File: src/rtl/lcd_pkg.sv
// Shared opcodes, FSM encodings and DDRAM address helpers for the LCD responder.
package lcd_pkg;

    localparam logic [7:0] OP_CLR   = 8'h01;
    localparam logic [7:0] OP_HOME  = 8'h02;
    localparam logic [7:0] OP_ENTRY = 8'h04;
    localparam logic [7:0] OP_DISP  = 8'h08;
    localparam logic [7:0] OP_SHIFT = 8'h10;
    localparam logic [7:0] OP_FSET  = 8'h20;
    localparam logic [7:0] OP_CGRAM = 8'h40;
    localparam logic [7:0] OP_DDRAM = 8'h80;

    typedef logic [1:0] lcd_state_t;
    localparam lcd_state_t CLR_FILL = 2'd0;
    localparam lcd_state_t IDLE     = 2'd1;
    localparam lcd_state_t BUSY     = 2'd2;

    localparam logic [6:0] L1_LAST  = 7'h27;
    localparam logic [6:0] L2_FIRST = 7'h40;
    localparam logic [6:0] L2_LAST  = 7'h67;
    localparam logic [6:0] ONE_LAST = 7'h4F;
    localparam logic [6:0] LINE_LEN = 7'd40;

    localparam logic [7:0] BLANK       = 8'h20;
    localparam int         DDRAM_DEPTH = 80;

    // Line 2 occupies linear cells 40..79 in two-line mode.
    function automatic logic [6:0] lin_idx(input logic [6:0] a, input logic two_line);
        if (two_line && (a >= L2_FIRST)) return a - L2_FIRST + LINE_LEN;
        return a;
    endfunction

    function automatic logic ac_legal(input logic [6:0] a, input logic two_line);
        if (two_line) return (a <= L1_LAST) || ((a >= L2_FIRST) && (a <= L2_LAST));
        return a <= ONE_LAST;
    endfunction

    function automatic logic [6:0] ac_step(input logic [6:0] a, input logic up,
                                           input logic two_line);
        logic [6:0] r;
        if (up) begin
            if (two_line && (a == L1_LAST))       r = L2_FIRST;
            else if (two_line && (a == L2_LAST))  r = 7'h00;
            else if (!two_line && (a == ONE_LAST)) r = 7'h00;
            else                                  r = a + 7'd1;
        end else begin
            if (a == 7'h00)                       r = two_line ? L2_LAST : ONE_LAST;
            else if (two_line && (a == L2_FIRST)) r = L1_LAST;
            else                                  r = a - 7'd1;
        end
        return r;
    endfunction

    function automatic logic [5:0] ofs_step(input logic [5:0] o, input logic up);
        if (up) return (o >= 6'd39) ? 6'd0 : o + 6'd1;
        return (o == 6'd0) ? 6'd39 : o - 6'd1;
    endfunction

endpackage

File: src/rtl/lcd_char_responder_e_sync.sv
// Brings the controller's E strobe into clk and flags its edges.
module lcd_char_responder_e_sync (
    input  logic clk,
    input  logic rst,
    input  logic e_i,
    output logic e_level_o,
    output logic e_rise_o,
    output logic e_fall_o
);
    logic meta_q, sync_q, prev_q;

    always_ff @(posedge clk or negedge rst) begin
        if (!rst) begin
            meta_q <= 1'b0;
            sync_q <= 1'b0;
            prev_q <= 1'b0;
        end else begin
            meta_q <= e_i;
            sync_q <= meta_q;
            prev_q <= sync_q;
        end
    end

    assign e_level_o = sync_q;
    assign e_rise_o  = sync_q & ~prev_q;
    assign e_fall_o  = ~sync_q & prev_q;

endmodule

File: src/rtl/lcd_char_responder.sv
// HD44780-style 2x40 character LCD responder: executes bus transactions and exposes DDRAM/state.
//   state    | meaning
//   CLR_FILL | writing BLANK to linear cells 0..CLR_DEPTH-1, one per cycle
//   IDLE     | ready; write edges are decoded and executed
//   BUSY     | down-counting the post-command busy time
module lcd_char_responder
    import lcd_pkg::*;
#(
    parameter int BUSY_CYC  = 40,
    parameter int CLR_DEPTH = 80
) (
    input  logic       clk,
    input  logic       rst,
    input  logic       lcd_e,
    input  logic       lcd_rs,
    input  logic       lcd_rw,
    input  logic [7:0] lcd_din,
    output logic [7:0] lcd_dout,
    output logic       lcd_doe,
    input  logic [6:0] dbg_addr,
    output logic [7:0] dbg_data,
    output logic [6:0] ac,
    output logic       disp_on,
    output logic       cursor_on,
    output logic       blink_on,
    output logic       two_line,
    output logic [5:0] shift_ofs,
    output logic       busy,
    output logic       cmd_strobe,
    output logic       cmd_drop
);
    localparam int               CNT_W     = $clog2(BUSY_CYC + 1);
    localparam logic [CNT_W-1:0] CNT_LOAD  = CNT_W'(BUSY_CYC - 1);
    localparam logic [6:0]       FILL_LAST = 7'(CLR_DEPTH - 1);

    logic             e_level, e_rise, e_fall;
    logic             rs_q, rw_q;
    logic [7:0]       din_q;
    lcd_state_t       state_q, state_d;
    logic [CNT_W-1:0] cnt_q, cnt_d;
    logic [6:0]       fill_q, fill_d;
    logic [6:0]       ac_q, ac_d;
    logic [5:0]       ofs_q, ofs_d;
    logic             id_q, id_d, s_q, s_d;
    logic             disp_q, disp_d, cur_q, cur_d, blink_q, blink_d, tl_q, tl_d;
    logic             strobe_q, strobe_d, drop_q, drop_d;
    logic             doe_q;
    logic [7:0]       dout_q, dbg_q;
    logic [7:0]       mem_q [0:DDRAM_DEPTH-1];
    logic             mem_we;
    logic [6:0]       mem_idx, rd_idx;
    logic [7:0]       mem_wdata, rd_byte;

    lcd_char_responder_e_sync u_e_sync (
        .clk       (clk),
        .rst       (rst),
        .e_i       (lcd_e),
        .e_level_o (e_level),
        .e_rise_o  (e_rise),
        .e_fall_o  (e_fall)
    );

    // Bus fields are held from the last cycle synced E was high, so they are valid at the fall.
    always_ff @(posedge clk or negedge rst) begin
        if (!rst) begin
            rs_q  <= 1'b0;
            rw_q  <= 1'b0;
            din_q <= 8'h00;
        end else if (e_level) begin
            rs_q  <= lcd_rs;
            rw_q  <= lcd_rw;
            din_q <= lcd_din;
        end
    end

    assign rd_idx  = lin_idx(ac_q, tl_q);
    assign rd_byte = (rd_idx < 7'(DDRAM_DEPTH)) ? mem_q[rd_idx] : 8'h00;

    always_comb begin
        state_d   = state_q;
        cnt_d     = cnt_q;
        fill_d    = fill_q;
        ac_d      = ac_q;
        ofs_d     = ofs_q;
        id_d      = id_q;
        s_d       = s_q;
        disp_d    = disp_q;
        cur_d     = cur_q;
        blink_d   = blink_q;
        tl_d      = tl_q;
        strobe_d  = 1'b0;
        drop_d    = 1'b0;
        mem_we    = 1'b0;
        mem_idx   = 7'd0;
        mem_wdata = 8'h00;

        case (state_q)
            CLR_FILL: begin
                mem_we    = 1'b1;
                mem_idx   = fill_q;
                mem_wdata = BLANK;
                if (fill_q == FILL_LAST) begin
                    state_d = BUSY;
                    cnt_d   = CNT_LOAD;
                    ac_d    = 7'd0;
                    ofs_d   = 6'd0;
                    id_d    = 1'b1;
                end else begin
                    fill_d = fill_q + 7'd1;
                end
            end
            BUSY: begin
                if (cnt_q == '0) state_d = IDLE;
                else             cnt_d   = cnt_q - 1'b1;
            end
            default: ;
        endcase

        if (e_fall) begin
            if (rw_q && !rs_q) begin
                strobe_d = 1'b1;
            end else if (state_q != IDLE) begin
                drop_d = 1'b1;
            end else if (rw_q) begin
                strobe_d = 1'b1;
                ac_d     = ac_step(ac_q, id_q, tl_q);
            end else begin
                strobe_d = 1'b1;
                state_d  = BUSY;
                cnt_d    = CNT_LOAD;
                if (rs_q) begin
                    mem_we    = 1'b1;
                    mem_idx   = rd_idx;
                    mem_wdata = din_q;
                    ac_d      = ac_step(ac_q, id_q, tl_q);
                    if (s_q) ofs_d = ofs_step(ofs_q, id_q);
                end else if (|(din_q & OP_DDRAM)) begin
                    if (ac_legal(din_q[6:0], tl_q)) ac_d   = din_q[6:0];
                    else                            drop_d = 1'b1;
                end else if (|(din_q & OP_CGRAM)) begin
                    ac_d = ac_q;
                end else if (|(din_q & OP_FSET)) begin
                    tl_d = din_q[3];
                end else if (|(din_q & OP_SHIFT)) begin
                    if (din_q[3]) ofs_d = ofs_step(ofs_q, din_q[2]);
                    else          ac_d  = ac_step(ac_q, din_q[2], tl_q);
                end else if (|(din_q & OP_DISP)) begin
                    {disp_d, cur_d, blink_d} = din_q[2:0];
                end else if (|(din_q & OP_ENTRY)) begin
                    {id_d, s_d} = din_q[1:0];
                end else if (|(din_q & OP_HOME)) begin
                    ac_d  = 7'd0;
                    ofs_d = 6'd0;
                end else if (|(din_q & OP_CLR)) begin
                    state_d = CLR_FILL;
                    fill_d  = 7'd0;
                end
            end
        end
    end

    always_ff @(posedge clk or negedge rst) begin
        if (!rst) begin
            state_q  <= CLR_FILL;
            cnt_q    <= '0;
            fill_q   <= 7'd0;
            ac_q     <= 7'd0;
            ofs_q    <= 6'd0;
            id_q     <= 1'b1;
            s_q      <= 1'b0;
            disp_q   <= 1'b0;
            cur_q    <= 1'b0;
            blink_q  <= 1'b0;
            tl_q     <= 1'b0;
            strobe_q <= 1'b0;
            drop_q   <= 1'b0;
        end else begin
            state_q  <= state_d;
            cnt_q    <= cnt_d;
            fill_q   <= fill_d;
            ac_q     <= ac_d;
            ofs_q    <= ofs_d;
            id_q     <= id_d;
            s_q      <= s_d;
            disp_q   <= disp_d;
            cur_q    <= cur_d;
            blink_q  <= blink_d;
            tl_q     <= tl_d;
            strobe_q <= strobe_d;
            drop_q   <= drop_d;
        end
    end

    // DDRAM has no reset; the power-on fill defines it.
    always_ff @(posedge clk) begin
        if (mem_we && (mem_idx < 7'(DDRAM_DEPTH))) mem_q[mem_idx] <= mem_wdata;
    end

    always_ff @(posedge clk or negedge rst) begin
        if (!rst) begin
            dbg_q  <= 8'h00;
            doe_q  <= 1'b0;
            dout_q <= 8'h00;
        end else begin
            dbg_q <= (dbg_addr < 7'(DDRAM_DEPTH)) ? mem_q[dbg_addr] : 8'h00;
            if (e_rise)      doe_q <= lcd_rw;
            else if (e_fall) doe_q <= 1'b0;
            if (e_level && lcd_rw) dout_q <= lcd_rs ? rd_byte : {busy, ac_q};
            else                   dout_q <= 8'h00;
        end
    end

    assign busy       = (state_q != IDLE);
    assign ac         = ac_q;
    assign shift_ofs  = ofs_q;
    assign disp_on    = disp_q;
    assign cursor_on  = cur_q;
    assign blink_on   = blink_q;
    assign two_line   = tl_q;
    assign cmd_strobe = strobe_q;
    assign cmd_drop   = drop_q;
    assign lcd_doe    = doe_q;
    assign lcd_dout   = dout_q;
    assign dbg_data   = dbg_q;

endmodule
File: config.mk
export PLATFORM = sky130hd
export DESIGN_NAME = lcd_char_responder
export DESIGN_NICKNAME = d
export VERILOG_FILES = /design/src/rtl/lcd_pkg.sv /design/src/rtl/lcd_char_responder_e_sync.sv /design/src/rtl/lcd_char_responder.sv
export SDC_FILE = /design/constraint.sdc
export NUM_CORES = 1
export LEC_CHECK = 0
export CORE_ASPECT_RATIO = 2
export CORE_MARGIN = 10
export CORE_UTILIZATION = 50
export CTS_CLUSTER_SIZE = 20
export DETAILED_ROUTE_END_ITERATION = 10
export PLACE_DENSITY = 0.73
export SYNTH_ARGS = -nofsm -noshare
export SYNTH_HDL_FRONTEND = slang
export SYNTH_SLANG_ARGS = --single-unit
File: constraint.sdc
create_clock -name clk -period 4.9 [get_ports clk]
set_input_delay 0.98 -clock clk [delete_from_list [all_inputs] [get_ports clk]]
set_output_delay 0.98 -clock clk [all_outputs]
set_load 0.02 [all_outputs]
==> flow_summary.json <==
{
  "timing.slew.headroom_pct": 9.116,
  "met3_usage_pct": 4.020,
  "fill_cells": 5130,
  "p_int_uw": 9128,
  "port_buffers": 56,
  "synth_cells": 2067,
  "setup_viol": 0,
  "nNetsFinal": 2219,
  "r2r_end": "mem_q[53][2]$_DFFE_PP_",
  "clock_skew_ns": 0.02213,
  "fmax_mhz": 246.8,
  "dieHeight_um": 393.2,
  "required_ns": 5.23,
  "worstReg2RegStart": "u_e_sync.e_level_o$_DFF_PN0_",
  "tightest_slew_ns": 1.346,
  "worstSetupPathType": "reg2reg",
  "cts_sinks": 706,
  "switchingPower_uw": 2413,
  "cts_root_buf": "clkbuf_16",
  "first_pass_iters": 6,
  "path_clk_slew_ns": 0.07,
  "end_kind": "flop",
  "slowest_stage": "nor3_1",
  "synth-edff-count": 640,
  "hp-class": "reg2reg",
  "max-clock-path-buffers": 3,
  "yosysUniqueCellTypes": 80,
  "p_comb_share_pct": 3.6,
  "slew_viol_final": 0,
  "crit_chain": "buf_4 > inv_1 > ha_1 > and3b_1 > nand3_1 > o21ai_1 > nand3_1 > buf_4 > nor3_1 > buf_4",
  "yosysWarnings": 0,
  "yosysTopAreaCell": "edfxtp_1",
  "synth_area_leaders": "edfxtp_1, mux4_2, dfrtp_1",
  "p_seq_share_pct": 56.5,
  "post-route-period-util_pct": 82.70,
  "die_area_mm2": 0.08122,
  "antenna_found_initial": 2,
  "rows": 136,
  "worstHoldStart": "u_e_sync.meta_q$_DFF_PN0_",
  "wl_um": 111000,
  "coreArea_mm2": 0.06892,
  "yosys.area.top_type_share_pct": 55.20,
  "grt_pass1_vias": 22278,
  "p_per_area_mw_per_mm2": 296.2,
  "reg2reg_setup_slack_ns": 0.85,
  "ir_worst_vdd_v": 0.0002798,
  "drt_iter0_drc": 2656,
  "grt_pass1_wl_um": 159700,
  "rsz0062_at_grt": "no",
  "htree_levels": 2,
  "multi_input_area_mm2": 0.01307,
  "layout-drive-gt1-share_pct": 28.64,
  "synthMostInstantiatedCell": "edfxtp_1",
  "ys_ff_latch": 706,
  "cts_made_buffers": 57,
  "use_met1_pct": 29.52,
  "ys_async_sr_fraction_pct": 9.348,
  "worstSetupStartpointType": "flop",
  "cp_top_family": "simple AND/OR/NAND/NOR gates",
  "synth_seq_area_share_pct": 59.95,
  "grt.busiest_layer": "met2",
  "fin_tns_setup_ns": 0,
  "slowest_delay_ns": 0.65,
  "gr-usage-all-layers_pct": 27.59,
  "cts_tree": "built",
  "path_buf_inv": 4,
  "finalHoldViolCount": 0,
  "cts_resized": 0,
  "syn2layout_area_growth_pct": 11.94,
  "period_needed_ns": 4.052,
  "clk_latency_ns": 0.63,
  "holdPathEnd": "u_e_sync.e_level_o$_DFF_PN0_",
  "ioPinCount": 57,
  "syn_area_per_cell_um2": 16.84,
  "fin_util_pct": 56.55,
  "postRouteAntennaNets": 0,
  "drc": 0,
  "status": "complete, no violations",
  "cp_max_fo": 17,
  "die_x_um": 206.6,
  "cp.arrival_ns": 4.38,
  "synthFlopType": "edfxtp_1",
  "place_congestion": 0.9935,
  "p_sw_share_pct": 20.91,
  "syn_area_mm2": 0.03481,
  "route.detailed.wl_per_inst_um": 35.50,
  "synth_nets": 2100,
  "cts_setup_buffers": 0,
  "met2_usage_pct": 46.94,
  "whs_path_depth": 0,
  "reg2reg_depth": 10,
  "yosys-top-cells-count": "edfxtp_1, mux4_2, nand2_1, nor2_1, clkbuf_1",
  "register_area_mm2": 0.02088,
  "p_leak_uw": 0.01073,
  "ctsHoldBuffers": 0,
  "grt_max_degree": 81,
  "drv_cap": 0,
  "crit_top_cell": "buf_4",
  "via_per_inst": 7.001,
  "start_util_pct": 50.52,
  "dp_hpwl_um": 77610,
  "pwr-share-clk_pct": 39.9,
  "grt_overflow": 0,
  "vias": 21885
}
==> power by group through the flow <==
stage	Sequential, µW	Clock, µW	Combinational [µW]
floorplan	6640	0	247
global placement	6650	0	410
detailed placement	6650	0	413
CTS	6520	4650	414
global route	6520	4870	440
finish	6520	4600	417
==> cells by family (layout without fill, tap and decap cells) <==
group                    count (synthesis)  after routing  synth area share [%]
XOR/XNOR                                18             18                0.4744
flip-flops                             706            706                 59.95
adder cells (fa/ha/maj)                 13             13                0.4672
other                                    0              1                     0
AND/OR/NAND/NOR                        463            463                 6.358
AO/OA/AOI/OAI                          271            271                 5.273
buffers and inverters                  183            344                 2.631
multiplexers                           413            413                 24.85
==> metal layers <==
layer  vias to the layer above  share of wire (%)
met3                       411                7.7
li1                       8812                  -
met5                         -              0.017
met1                     11227                 31
met4                         2                 10
met2                      1433                 51
==> placed cells by master, fill, tap and decap left out, drive strengths merged, types with 5 or more instances in the layout <==
| master | Yosys | routed |
|---|---|---|
| o31ai | 5 | 5 |
| a21oi | 54 | 54 |
| xor2 | 6 | 6 |
| a211oi | 19 | 19 |
| mux2 | 17 | 17 |
| nand3 | 56 | 56 |
| o21ai | 53 | 53 |
| inv | 19 | 20 |
| o32ai | 8 | 8 |
| a22oi | 23 | 23 |
| nand2 | 140 | 140 |
| buf | 90 | 170 |
| dfrtp | 65 | 65 |
| o2111ai | 10 | 10 |
| clkinvlp | 0 | 7 |
| clkinv | 2 | 18 |
| nor2 | 109 | 109 |
| and2 | 12 | 12 |
| nand3b | 12 | 12 |
| a2111oi | 6 | 6 |
| or3 | 7 | 7 |
| edfxtp | 640 | 640 |
| mux2i | 41 | 41 |
| ha | 13 | 13 |
| bufinv | 0 | 5 |
| clkdlybuf4s50 | 0 | 52 |
| a221oi | 5 | 5 |
| o22ai | 15 | 15 |
| clkbuf | 72 | 72 |
| o21a | 7 | 7 |
| xnor2 | 12 | 12 |
| and3 | 18 | 18 |
| nand4 | 22 | 22 |
| a31oi | 13 | 13 |
| a21o | 7 | 7 |
| nor3 | 42 | 42 |
| nor2b | 17 | 17 |
| nand2b | 6 | 6 |
| mux4 | 355 | 355 |
==> cell type report <==
type,count,share of cell area (%)
tap,897,2.880
antenna,1,0.006421
clock buffer,72,3.939
multi-input combinational,1178,33.53
inverter,21,0.2023
sequential,706,53.58
clock inverter,29,0.7384
timing repair buffer,222,5.114
==> how the worst max path moves through the flow <==
| stage | depth (start not counted) | start | endpoint | slack [ns] |
|---|---|---|---|---|
| after floorplan | 7 | u_e_sync.e_level_o$_DFF_PN0_ | mem_q[0][5]$_DFFE_PP_ | 0.74 |
| after global placement | 10 | u_e_sync.e_level_o$_DFF_PN0_ | mem_q[53][2]$_DFFE_PP_ | 0.94 |
| after detailed placement | 10 | u_e_sync.e_level_o$_DFF_PN0_ | mem_q[53][2]$_DFFE_PP_ | 0.93 |
| after CTS | 10 | u_e_sync.e_level_o$_DFF_PN0_ | mem_q[53][2]$_DFFE_PP_ | 0.90 |
| after global routing | 10 | u_e_sync.e_level_o$_DFF_PN0_ | mem_q[53][2]$_DFFE_PP_ | 0.67 |
| final | 10 | u_e_sync.e_level_o$_DFF_PN0_ | mem_q[53][2]$_DFFE_PP_ | 0.85 |
==> state kept, by name, summed over array words and instances (netlist names), 2 cells and up <==
name,count
state_q,2
shift_ofs,6
lcd_dout,8
mem_q,640
din_q,8
dbg_data,8
fill_q,7
ac,7
cnt_q,6
==> per-stage QoR <==
step / area, µm² / hold WS, ns / total power, µW / cells / setup slack, ns
floorplan: 34810 / 0.3312 / 6888 / 2067 / 0.7438
global placement: 37150 / 0.3451 / 7061 / 3024 / 0.9400
detailed placement: 37150 / 0.3364 / 7064 / 3024 / 0.9263
CTS: 38970 / 0.3518 / 11580 / 3125 / 0.9045
global route: 38970 / 0.3660 / 11820 / 3125 / 0.6695
finish: 38970 / 0.3494 / 11540 / 3126 / 0.8476
(Power assumes the default switching activity.)
